## src/rtl/sfx_sequencer.sv

```systemverilog
// Multi-effect sound sequencer: rising edges on trig start table-driven note
// sequences, which drive a registered square wave on buzz.
module sfx_sequencer #(
  parameter int NUM_FX      = 3,
  parameter int NOTES       = 4,
  parameter int DIV_W       = 18,
  parameter int NOTE_CYCLES = 1_000_000,
  parameter logic [NUM_FX*NOTES*DIV_W-1:0] FX_TABLE = '0,
  localparam int FX_W = (NUM_FX > 1) ? $clog2(NUM_FX) : 1
) (
  input  logic              clk,
  input  logic              reset,
  input  logic [NUM_FX-1:0] trig,
  input  logic              mute,
  output logic              buzz,
  output logic              busy,
  output logic [FX_W-1:0]   active_fx,
  output logic              done
);

  localparam int DUR_W  = (NOTE_CYCLES > 1) ? $clog2(NOTE_CYCLES) : 1;
  localparam int NOTE_W = (NOTES > 1) ? $clog2(NOTES) : 1;

  typedef enum logic {S_IDLE, S_PLAY} state_t;

  state_t            state;
  logic [NUM_FX-1:0] trig_q;
  logic [NUM_FX-1:0] rise;
  logic              any_rise;
  logic [FX_W-1:0]   win;
  logic [DUR_W-1:0]  dur_cnt;
  logic [NOTE_W-1:0] note_idx;
  logic [DIV_W-1:0]  tone_cnt;
  logic [DIV_W-1:0]  half;
  logic              tone;
  logic              note_end;
  logic              fx_end;
  logic              start;

  assign busy = (state == S_PLAY);

  always_comb begin
    rise     = trig & ~trig_q;
    any_rise = |rise;
    win      = '0;
    for (int unsigned i = 0; i < NUM_FX; i++) begin
      if (rise[i]) win = FX_W'(i);
    end
    note_end = (dur_cnt == DUR_W'(NOTE_CYCLES - 1));
    fx_end   = busy && note_end && (note_idx == NOTE_W'(NOTES - 1));
    // A finishing effect no longer blocks lower-index triggers, so back-to-back starts need no idle cycle.
    start    = any_rise && (!busy || fx_end || (win >= active_fx));
    half     = FX_TABLE[(int'(active_fx) * NOTES + int'(note_idx)) * DIV_W +: DIV_W];
  end

  always_ff @(posedge clk) begin
    if (reset) begin
      state     <= S_IDLE;
      trig_q    <= '0;
      active_fx <= '0;
      dur_cnt   <= '0;
      note_idx  <= '0;
      tone_cnt  <= '0;
      tone      <= 1'b0;
      buzz      <= 1'b0;
      done      <= 1'b0;
    end else begin
      trig_q <= trig;
      done   <= fx_end;
      if (start) begin
        state     <= S_PLAY;
        active_fx <= win;
        dur_cnt   <= '0;
        note_idx  <= '0;
        tone_cnt  <= '0;
        tone      <= 1'b0;
        buzz      <= 1'b0;
      end else if (fx_end) begin
        state    <= S_IDLE;
        dur_cnt  <= '0;
        note_idx <= '0;
        tone_cnt <= '0;
        tone     <= 1'b0;
        buzz     <= 1'b0;
      end else if (busy) begin
        buzz <= tone & ~mute;
        if (note_end) begin
          dur_cnt  <= '0;
          note_idx <= note_idx + 1'b1;
          tone_cnt <= '0;
          tone     <= 1'b0;
        end else begin
          dur_cnt <= dur_cnt + 1'b1;
          if (half == '0) begin
            tone_cnt <= '0;
            tone     <= 1'b0;
          end else if (tone_cnt == half - DIV_W'(1)) begin
            tone_cnt <= '0;
            tone     <= ~tone;
          end else begin
            tone_cnt <= tone_cnt + 1'b1;
          end
        end
      end else begin
        buzz <= 1'b0;
      end
    end
  end

endmodule

```

## config.mk

```make
export PLATFORM = sky130hd
export DESIGN_NAME = sfx_sequencer
export DESIGN_NICKNAME = d
export VERILOG_FILES = /design/src/rtl/sfx_sequencer.sv
export SDC_FILE = /design/constraint.sdc
export NUM_CORES = 1
export LEC_CHECK = 0
export ABC_AREA = 1
export CORE_MARGIN = 2
export CORE_UTILIZATION = 40
export CTS_BUF_LIST = sky130_fd_sc_hd__clkbuf_2 sky130_fd_sc_hd__clkbuf_4 sky130_fd_sc_hd__clkbuf_8
export DETAILED_ROUTE_END_ITERATION = 8
export SLEW_MARGIN = 0
export SYNTH_ARGS = -nofsm -noshare
export SYNTH_HDL_FRONTEND = slang
export SYNTH_SLANG_ARGS = --single-unit
```

## constraint.sdc

```tcl
create_clock -name clk -period 1.7 [get_ports clk]
set_input_delay 0.34 -clock clk [delete_from_list [all_inputs] [get_ports clk]]
set_output_delay 0.34 -clock clk [all_outputs]
set_load 0.05 [all_outputs]
```

; After elaboration in Yosys (flattened, before gate mapping)
; Index checks and enable logic that the tools add are counted.
[word_totals]
register_bits = 49
input_bits = 6
[op_classes]
bitwise = 6
reduce_logical = 14
n_addsub = 5
magnitude_cmp = 1
mul = 1
n_eq_ne = 3
shift = 1
mux = 11
[op_table]
columns = cell, count
row1 = $shiftx 216x11->18 const A, 1
row2 = $mux 18, 3
row3 = $add 20x1->20 const B, 1
row4 = $eq 20x20->1 const B, 1
row5 = $mux 20, 1
row6 = $add 18x1->18 const B, 1
row7 = $eq 18x18->1, 1
row8 = $logic_not 18->1, 1
row9 = $sub 18x1->18 const B, 1
row10 = $mul 5x4->9 const B, 1
row11 = $mux 1, 6
row12 = $reduce_or 3->1, 2
row13 = $add 4x2->5, 1
row14 = $reduce_and 2->1, 2
row15 = $reduce_or 4->1, 1
row16 = $and 3x3->3, 1
row17 = $logic_and 1x1->1, 3
row18 = $not 1->1, 3
row19 = $not 3->3, 1
row20 = $reduce_bool 3->1, 1
row21 = $add 2x1->2 const B, 1
row22 = $eq 2x2->1 const B, 1
row23 = $ge 2x2->1, 1
row24 = $logic_or 1x1->1, 2
row25 = 4 further kinds, 4

; Longest topological paths before layout
; Gate-level depths: netlist of run 1.
[depth]
depth_word = 8
ltp_mapped = 14
mapped_depth_nobuf = 13

; Worst setup path before layout of run 1
; OpenSTA, ideal clock, no wires.
[synth_timing]
path_kind = register -> register
from = reg state, in the netlist busy
to = reg dur_cnt[13]
arrival_ns = 1.603
setup_ns = 0.116
required_time_ns = 1.584
path_stages_with_launch = 9
setup_slack_ns = -0.018
n_path_buf = 1
synth_period_minus_slack_ns = 1.718
cell_sequence = dfxtp_1 -> buf_6 -> inv_1 -> nor2_1 -> nand2_1 -> nor2_1 -> nand2_1 -> xor2_1 -> nor2_1
[synth_between]
elab_chain_cells = 6
word_cells_on_any_way = 7
classes_between = reduce/logical (7)
[synth_lines]
columns = item, line_no
row1 = "start, declared", 26  ; state_t state;
row2 = "start signal, assigned", 58  ; state <= S_IDLE;
row3 = "start signal, assigned", 71  ; state <= S_PLAY;
row4 = "start signal, assigned", 79  ; state <= S_IDLE;
row5 = $logic_and 1x1->1 (2 in series), 50  ; fx_end = busy && note_end && (note_idx == NOTE_W'(NOTES - 1));
row6 = $logic_or 1x1->1 (2 in series), 52  ; start = any_rise && (!busy || fx_end || (win >= active_fx));
row7 = $logic_and 1x1->1, 52
row8 = $reduce_or 3->1 (no line), -
row9 = "end signal, assigned", 93  ; dur_cnt <= dur_cnt + 1'b1;
row10 = "end, declared", 31  ; logic [DUR_W-1:0] dur_cnt;
; Parallel ways exist; a longest one is shown, timed or not.
; A chain may end at the register's enable or synchronous reset.

; Worst setup path in the final report of run 1
[layout_timing]
from = reg trig_q[1]
to = reg active_fx[1]
[layout_between]
elab_chain_cells = 7
word_cells_on_any_way = 8
classes_between = order compare (1) / mux (2) / bitwise (2) / reduce/logical (3)
[layout_lines]
columns = item, line_no
row1 = "start, declared", 27  ; logic [NUM_FX-1:0] trig_q;
row2 = "start signal, assigned", 68  ; trig_q <= trig;
row3 = $not 3->3 (*), 43  ; rise = trig & ~trig_q;
row4 = $and 3x3->3 (*), 43
row5 = $mux 1, 47  ; if (rise[i]) win = FX_W'(i);
row6 = $mux 2, 47
row7 = $ge 2x2->1, 52
row8 = $logic_or 1x1->1, 52
row9 = $logic_and 1x1->1 (*), 52
row10 = "end signal, assigned", 72  ; active_fx <= win;
row11 = "end, declared", 17  ; output logic [FX_W-1:0] active_fx,
; Mark *: on every way between the ends. The rest lies on a longest branch, timed or not.

==> metrics.md, run 1 <==
| Metric | Value |
|---|---|
| Status | `finished with violations` |
| Failing checks | `setup timing` |
| Residual DRC | `0` |
| Total grt overflow | `0` |
| Die height | `66.9 um` |
| Layout area overhead | `31.9%` |
| Via count | `1,432` |
| Vias in the first global route | `1,312` |
| Fin crit period | `1.71 ns` |
| Cells after DPL | `293` |
| Largest area contributor in the synthesized netlist | `dfxtp_1` |
| Clock tree from TritonCTS | `yes` |
| CP peak stage delay | `0.32 ns` |
| Synth top area cells | `dfxtp_1 (38%), nor2_1 (11%), nand2_1 (8.3%)` |
| Clk Latency, worst-skew pair | `0.28 ns` |
| Number of buffers created by CTS | `5` |
| IO Pins | `11` |
| Yosys warning total | `0` |
| RSZ-0062 raised after global routing | `true` |
| First-pass GRT wire length | `5.75 mm` |
| Final Setup Violations | `4` |
| Finished Layout Cells | `304` |
| Critical path class | `reg2reg` |
| Die X | `66.9 um` |
| Post-layout util | `0.561` |
| Fin. max-slew vios | `0` |
| Final GP Congestion | `0.783` |
| Setup Total Neg Slack | `-0.0284 ns` |
| Area fraction of the dominant cell type after synthesis | `0.380` |
| Worst EP arrival | `1.94 ns` |
| CTS root buf | `clkbuf_8` |
| Leakage Power | `0.773 nW` |
| DRT iter0 DRCs | `32` |
| Storage cell area | `603 um2` |
| Clk slew on worst S/H paths | `0.07 ns` |
| Final WS setup | `-0.00968 ns` |
| Total power | `1.47 mW` |
| P per Cell Area | `705 nW/um2` |
| Endpoints failing hold | `0` |
| Crit path max fanout | `5` |
| Routed wire length per instance | `11.3 um` |
| Layout cell share with drive strength beyond 1 | `0.273` |
| Max clock buf depth | `2` |
| Worst Setup End Kind | `flip-flop` |
| CP cell instances | `nor2_2 -> inv_1 -> nor2_2 -> inv_1 -> ha_1 -> inv_1 -> nand2_1 -> a21oi_2 -> nand3_2 -> nand2_8 -> buf_6 -> nand3_2 -> nand2_1` |
| Max cap viols | `0` |
| Routed wire length | `3.45 mm` |
| Max H-tree Level | `2` |
| Cells after Synth | `222` |
| Synthesized Nets | `232` |
| Clock Sinks | `30` |
| Kind of cell adding the most delay to the critical path | `simple AND/OR/NAND/NOR gates` |
| Drt pass-1 iters | `4` |
| Ant diodes | `0` |
| Final #Nets | `266` |
| Worst path slowest cell | `dfxtp_2` |
| Total track usage | `0.173` |
| PortBufs | `9` |
| Final instance area | `2080 um2` |
| Post-DR vias/cell | `4.71` |
| Fin crit share | `1.01` |
| Worst Skew | `0.00863 ns` |
| Area of the multi-input gates | `998 um2` |
| Buf/Inv on CP | `4` |
| Sequential cell area fraction in the yosys report | `0.380` |
| Largest net degree at the start of global routing | `10` |
| Row count | `22` |
| DPL Wire Length | `2.27 mm` |
| Placed cell area | `1820 um2` |
| Hold crit path type | `in2reg` |
| Initial antenna violation count | `0` |
| Syn Area/Cell | `7.12 um2` |
| CP required | `1.93 ns` |
| Peak supply drop | `0.320 mV` |
| Synth unique cells | `24` |
| Yosys reg bits | `30` |
| Synth Cell Area | `1580 um2` |
| Die area | `4470 um2` |
| Achievable Freq | `585 MHz` |
| CTS Hold Bufs | `0` |
| Startpoint types | `flip-flop` |
| Initial Util | `0.425` |
| Crit path top cell by count | `inv_1` |
| Core area | `3720 um2` |
| Layout fillers | `367` |
| Post-route antenna net violation count | `0` |
[worst reg2reg max path: cells and delay by family, from the launching register on]
kind | cells | cell delay, ns
AO/OA/AOI/OAI | 1 | 0.15
adder cells (fa/ha/maj) | 1 | 0.26
buffers and inverters | 4 | 0.28
flip-flops | 1 | 0.32
AND/OR/NAND/NOR | 7 | 0.66
[path summary, 6_finish.rpt]
| check | cells past startpoint | end | slack [ns] | startpoint |
|---|---|---|---|---|
| hold reg to reg | 2 | active_fx[1] | 0.48 | active_fx[1] |
| setup / recovery | 13 | active_fx[1] | -0.01 | trig_q[1] |
| hold / removal | 4 | trig_q[1] | 0.44 | trig[1] |
| setup reg to reg | 13 | active_fx[1] | -0.01 | trig_q[1] |
[timing repair]
| action | 4_1_cts | 5_1_grt |
|---|---|---|
| buffers inserted | 1 | 0 |
| cloned | 3 | 0 |
| gates resized for setup | 22 | 15 |
| pin swaps | 7 | 3 |
| setup endpoints to repair | 24 | 24 |
[placed cells by master (no fill, tap or decap), drive strengths merged]
cell	netlist	routed
nor2	51	51
a31oi	1	1
clkdlybuf4s50	0	2
o21ai	4	4
xor2	9	9
conb	1	1
clkinv	0	2
nand3b	2	2
nand3	23	23
dfxtp	30	30
inv	29	29
clkdlybuf4s15	0	1
xnor2	1	1
nand2	38	41
a21oi	4	4
buf	4	24
or2	3	3
dlygate4sd2	0	1
mux2	1	1
ha	4	4
nand4	8	8
nor3	9	9
clkbuf	0	5
[flip-flops by register name, summed over array words and instances (netlist names)]
name	count
trig_q	3
active_fx	2
note_idx	2
done	1
busy	1
dur_cnt	20
buzz	1
[cells by family (layout without fill, tap and decap cells)]
kind of cell | count (synthesis) | count (layout) | synth area share
AND/OR/NAND/NOR | 134 | 137 | 0.397
buffers and inverters | 33 | 64 | 0.0974
flip-flops | 30 | 30 | 0.380
XOR/XNOR | 10 | 10 | 0.0554
AO/OA/AOI/OAI | 9 | 9 | 0.0293
adder cells (fa/ha/maj) | 4 | 4 | 0.0317
other | 1 | 1 | 0.00237
multiplexers | 1 | 1 | 0.00713
[stage by stage]
stage	setup slack (ns)	hold slack (ns)
after floorplan	0.00114	0.402
after global placement	-0.528	0.475
after detailed placement	-0.563	0.479
after CTS	-0.0241	0.433
after global routing	-0.138	0.441
final	-0.00968	0.436
[cells in the mapped netlist, drive strengths merged]
cell / instances
nor2: 51
nand2: 38
dfxtp: 30
inv: 29
nand3: 23
nor3: 9
xor2: 9
nand4: 8
a21oi: 4
buf: 4
ha: 4
o21ai: 4
or2: 3
nand3b: 2
a31oi: 1
conb: 1
mux2: 1
xnor2: 1
[per-layer routing]
metal  track usage  vias to the layer above  routed length [um]
met5             0                        -                   0
met2         0.286                       17                1580
met4        0.0638                        0                  78
li1              -                      773                   -
met3        0.0574                        9                 133
met1         0.206                      633                1650
[where the power goes]
part / internal (mW) / total (mW) / switching, mW
logic: 0.0813 / 0.210 / 0.128
clock network: 0.274 / 0.536 / 0.262
registers: 0.716 / 0.725 / 0.00894
total: 1.07 / 1.47 / 0.399
[area by class of cell]
type                    count  share of cell area
flip-flops and latches     30               0.289
clock inverters             2             0.00480
inverters                  29              0.0522
multi-input cells         162               0.479
clock buffers               5              0.0330
well taps                  48              0.0288
repair buffers             28               0.113
Note: power is estimated with default switching activity, not from simulation.
==> run 2, diff against run 1 <==
--- a/config.mk
+++ b/config.mk
@@ -7,9 +7,10 @@
 export LEC_CHECK = 0
 export ABC_AREA = 1
 export CORE_MARGIN = 2
-export CORE_UTILIZATION = 40
+export CORE_UTILIZATION = 54
 export CTS_BUF_LIST = sky130_fd_sc_hd__clkbuf_2 sky130_fd_sc_hd__clkbuf_4 sky130_fd_sc_hd__clkbuf_8
 export DETAILED_ROUTE_END_ITERATION = 8
+export PLACE_DENSITY = 0.77
 export SLEW_MARGIN = 0
 export SYNTH_ARGS = -nofsm -noshare
 export SYNTH_HDL_FRONTEND = slang
==> run 2 against run 1 <==
  * The run still ends with setup timing left
  * Highest routed layer unchanged
  * Critical path depth shrank 1
  * Core utilization grew 17 points
  * Die area shrank 24%
  * Count of clock-buffer cells in the layout grew 1
  * Worst hold slack lost 0.0082 ns
  * Register-to-register slack lost 0.05 ns
  * Critical path type unchanged
==> metrics.md, run 2 (synthesized netlist as in run 1, its figures left out) <==
| Metric | Value |
|---|---|
| Status | `finished with violations` |
| Failing checks | `setup timing` |
| Post-DR vias/cell | `5.25` |
| Die height | `58.1 um` |
| Largest regs | `dur_cnt x20, trig_q x3` |
| Leakage Power | `0.750 nW` |
| Clk Latency, worst-skew pair | `0.35 ns` |
| Row count | `19` |
| Peak supply drop | `0.652 mV` |
| Worst EP arrival | `2.03 ns` |
| Layout area overhead | `27.9%` |
| R2r endpoint | `dur_cnt[15]` |
| Routed wire length per instance | `13.1 um` |
| Final GP Congestion | `0.877` |
| Worst Skew | `0.0178 ns` |
| Number of buffers created by CTS | `5` |
| Sequential Power Share | `0.526` |
| Drt pass-1 iters | `4` |
| Final Setup Violations | `23` |
| Finished Layout Cells | `283` |
| Fin. max-slew vios | `0` |
| Sw frac | `0.285` |
| Max clock buf depth | `2` |
| Total track usage | `0.232` |
| Total power | `1.38 mW` |
| Crit path launch | `trig_q[1]` |
| Ant diodes | `0` |
| Startpoint types | `flip-flop` |
| Clock Sinks | `30` |
| Buf/Inv on CP | `3` |
| Max reg flops | `20` |
| RSZ-0062 raised after global routing | `true` |
| Routed wire length | `3.70 mm` |
| Initial antenna violation count | `0` |
| Post-layout util | `0.733` |
| Area of the multi-input gates | `1010 um2` |
| Max cap viols | `0` |
| Layout fillers | `213` |
| CTS root buf | `clkbuf_4` |
| Crit path max fanout | `5` |
| IO Pins | `11` |
| R2R depth | `12` |
| Largest net degree at the start of global routing | `12` |
| DPL Wire Length | `2.33 mm` |
| Final #Nets | `261` |
| Clk network pwr share | `0.328` |
| CP peak stage delay | `0.35 ns` |
| Die area | `3380 um2` |
| Final instance area | `2020 um2` |
| Reg2reg setup slack | `-0.06 ns` |
| Commonest non-fill, non-tap cells in the layout | `nand2_1 (35), nor2_1 (29), dfxtp_1 (28), inv_1 (26), nand3_1 (19)` |
| Worst path slowest cell | `dfxtp_2` |
| First-pass GRT wire length | `5.82 mm` |
| Via count | `1,487` |
| Post-place setup slack | `-0.572 ns` |
| Hold_ws | `0.428 ns` |
| Net Switching | `0.394 mW` |
| Clk slew on worst S/H paths | `0.11 ns` |
| Commonest non-fill, non-tap cell in the layout | `nand2_1` |
| Crit path to | `dur_cnt[15]` |
| Cells after DPL | `271` |
| Hold crit path type | `in2reg` |
| DRT iter0 DRCs | `65` |
| Fin crit share | `1.03` |
| Placed cell area | `1760 um2` |
| Internal power | `0.988 mW` |
| Layout cell share with drive strength beyond 1 | `0.294` |
| Worst r2r src | `trig_q[1]` |
| Kind of cell adding the most delay to the critical path | `simple AND/OR/NAND/NOR gates` |
| Storage cell area | `603 um2` |
| CP required | `1.97 ns` |
| Gate power share | `0.146` |
| Post-route antenna net violation count | `0` |
| Setup Total Neg Slack | `-0.334 ns` |
| Vias in the first global route | `1,330` |
| Fin crit period | `1.76 ns` |
| Critical path class | `reg2reg` |
| Core area | `2760 um2` |
| Die X | `58.1 um` |
| Final WS setup | `-0.0554 ns` |
| Max H-tree Level | `2` |
| P per Cell Area | `684 nW/um2` |
| PortBufs | `9` |
| CTS Hold Bufs | `0` |
| Achievable Freq | `570 MHz` |
| Worst Setup End Kind | `flip-flop` |
| Initial Util | `0.573` |
| Register with the most flip-flops | `dur_cnt` |
| Residual DRC | `0` |
| Clock tree from TritonCTS | `yes` |
| Worst path depth | `12` |
| Endpoints failing hold | `0` |
| CP cell instances | `nor2_4 -> inv_2 -> nor2_2 -> inv_1 -> ha_1 -> inv_1 -> nand2_1 -> a21oi_2 -> nand3_2 -> nand2_8 -> nand2_8 -> nor2_2` |
| Total grt overflow | `0` |
## run 2: routing by layer
metal / global-route usage / wire length (um)
met1: 0.276 / 1620
met2: 0.393 / 1850
met3: 0.0670 / 154
met4: 0.0897 / 74
met5: 0 / 0
## run 2: power groups by stage
stage,clock network (mW),registers (mW),logic [mW]
detailed placement,0,0.741,0.139
CTS,0.466,0.725,0.172
finish,0.453,0.726,0.202
global placement,0,0.739,0.136
floorplan,0,0.761,0.0689
global route,0.494,0.728,0.214
## run 2: layout make-up
type | count | share of cell area
inverter | 29 | 0.0538
tap | 31 | 0.0192
clock inverter | 2 | 0.00619
clock buffer | 6 | 0.0254
timing repair buffer | 23 | 0.0972
sequential | 30 | 0.298
multi-input combinational | 162 | 0.500
## run 2: worst min path at each step
stage | slack, ns | start | to | cells past startpoint
floorplan | 0.40 | reset | busy | 1
global placement | 0.47 | active_fx[1] | active_fx[1] | 2
detailed placement | 0.48 | active_fx[1] | active_fx[1] | 2
CTS | 0.43 | trig[1] | trig_q[1] | 4
global route | 0.43 | trig[2] | trig_q[2] | 4
finish | 0.43 | trig[2] | trig_q[2] | 4
## run 2: tightest hold or removal path, delay by kind of cell
| family | cells | cell delay (ns) |
|---|---|---|
| and+or+nand+nor | 1 | 0.03 |
| buffers and inverters | 3 | 0.39 |
## run 2: timing repair
action | 4_1_cts | 5_1_grt
pin swaps | 8 | 9
endpoints found under the setup margin | 24 | 24
resized for setup | 16 | 27
setup buffers | 0 | 1
gates cloned | 2 | 1
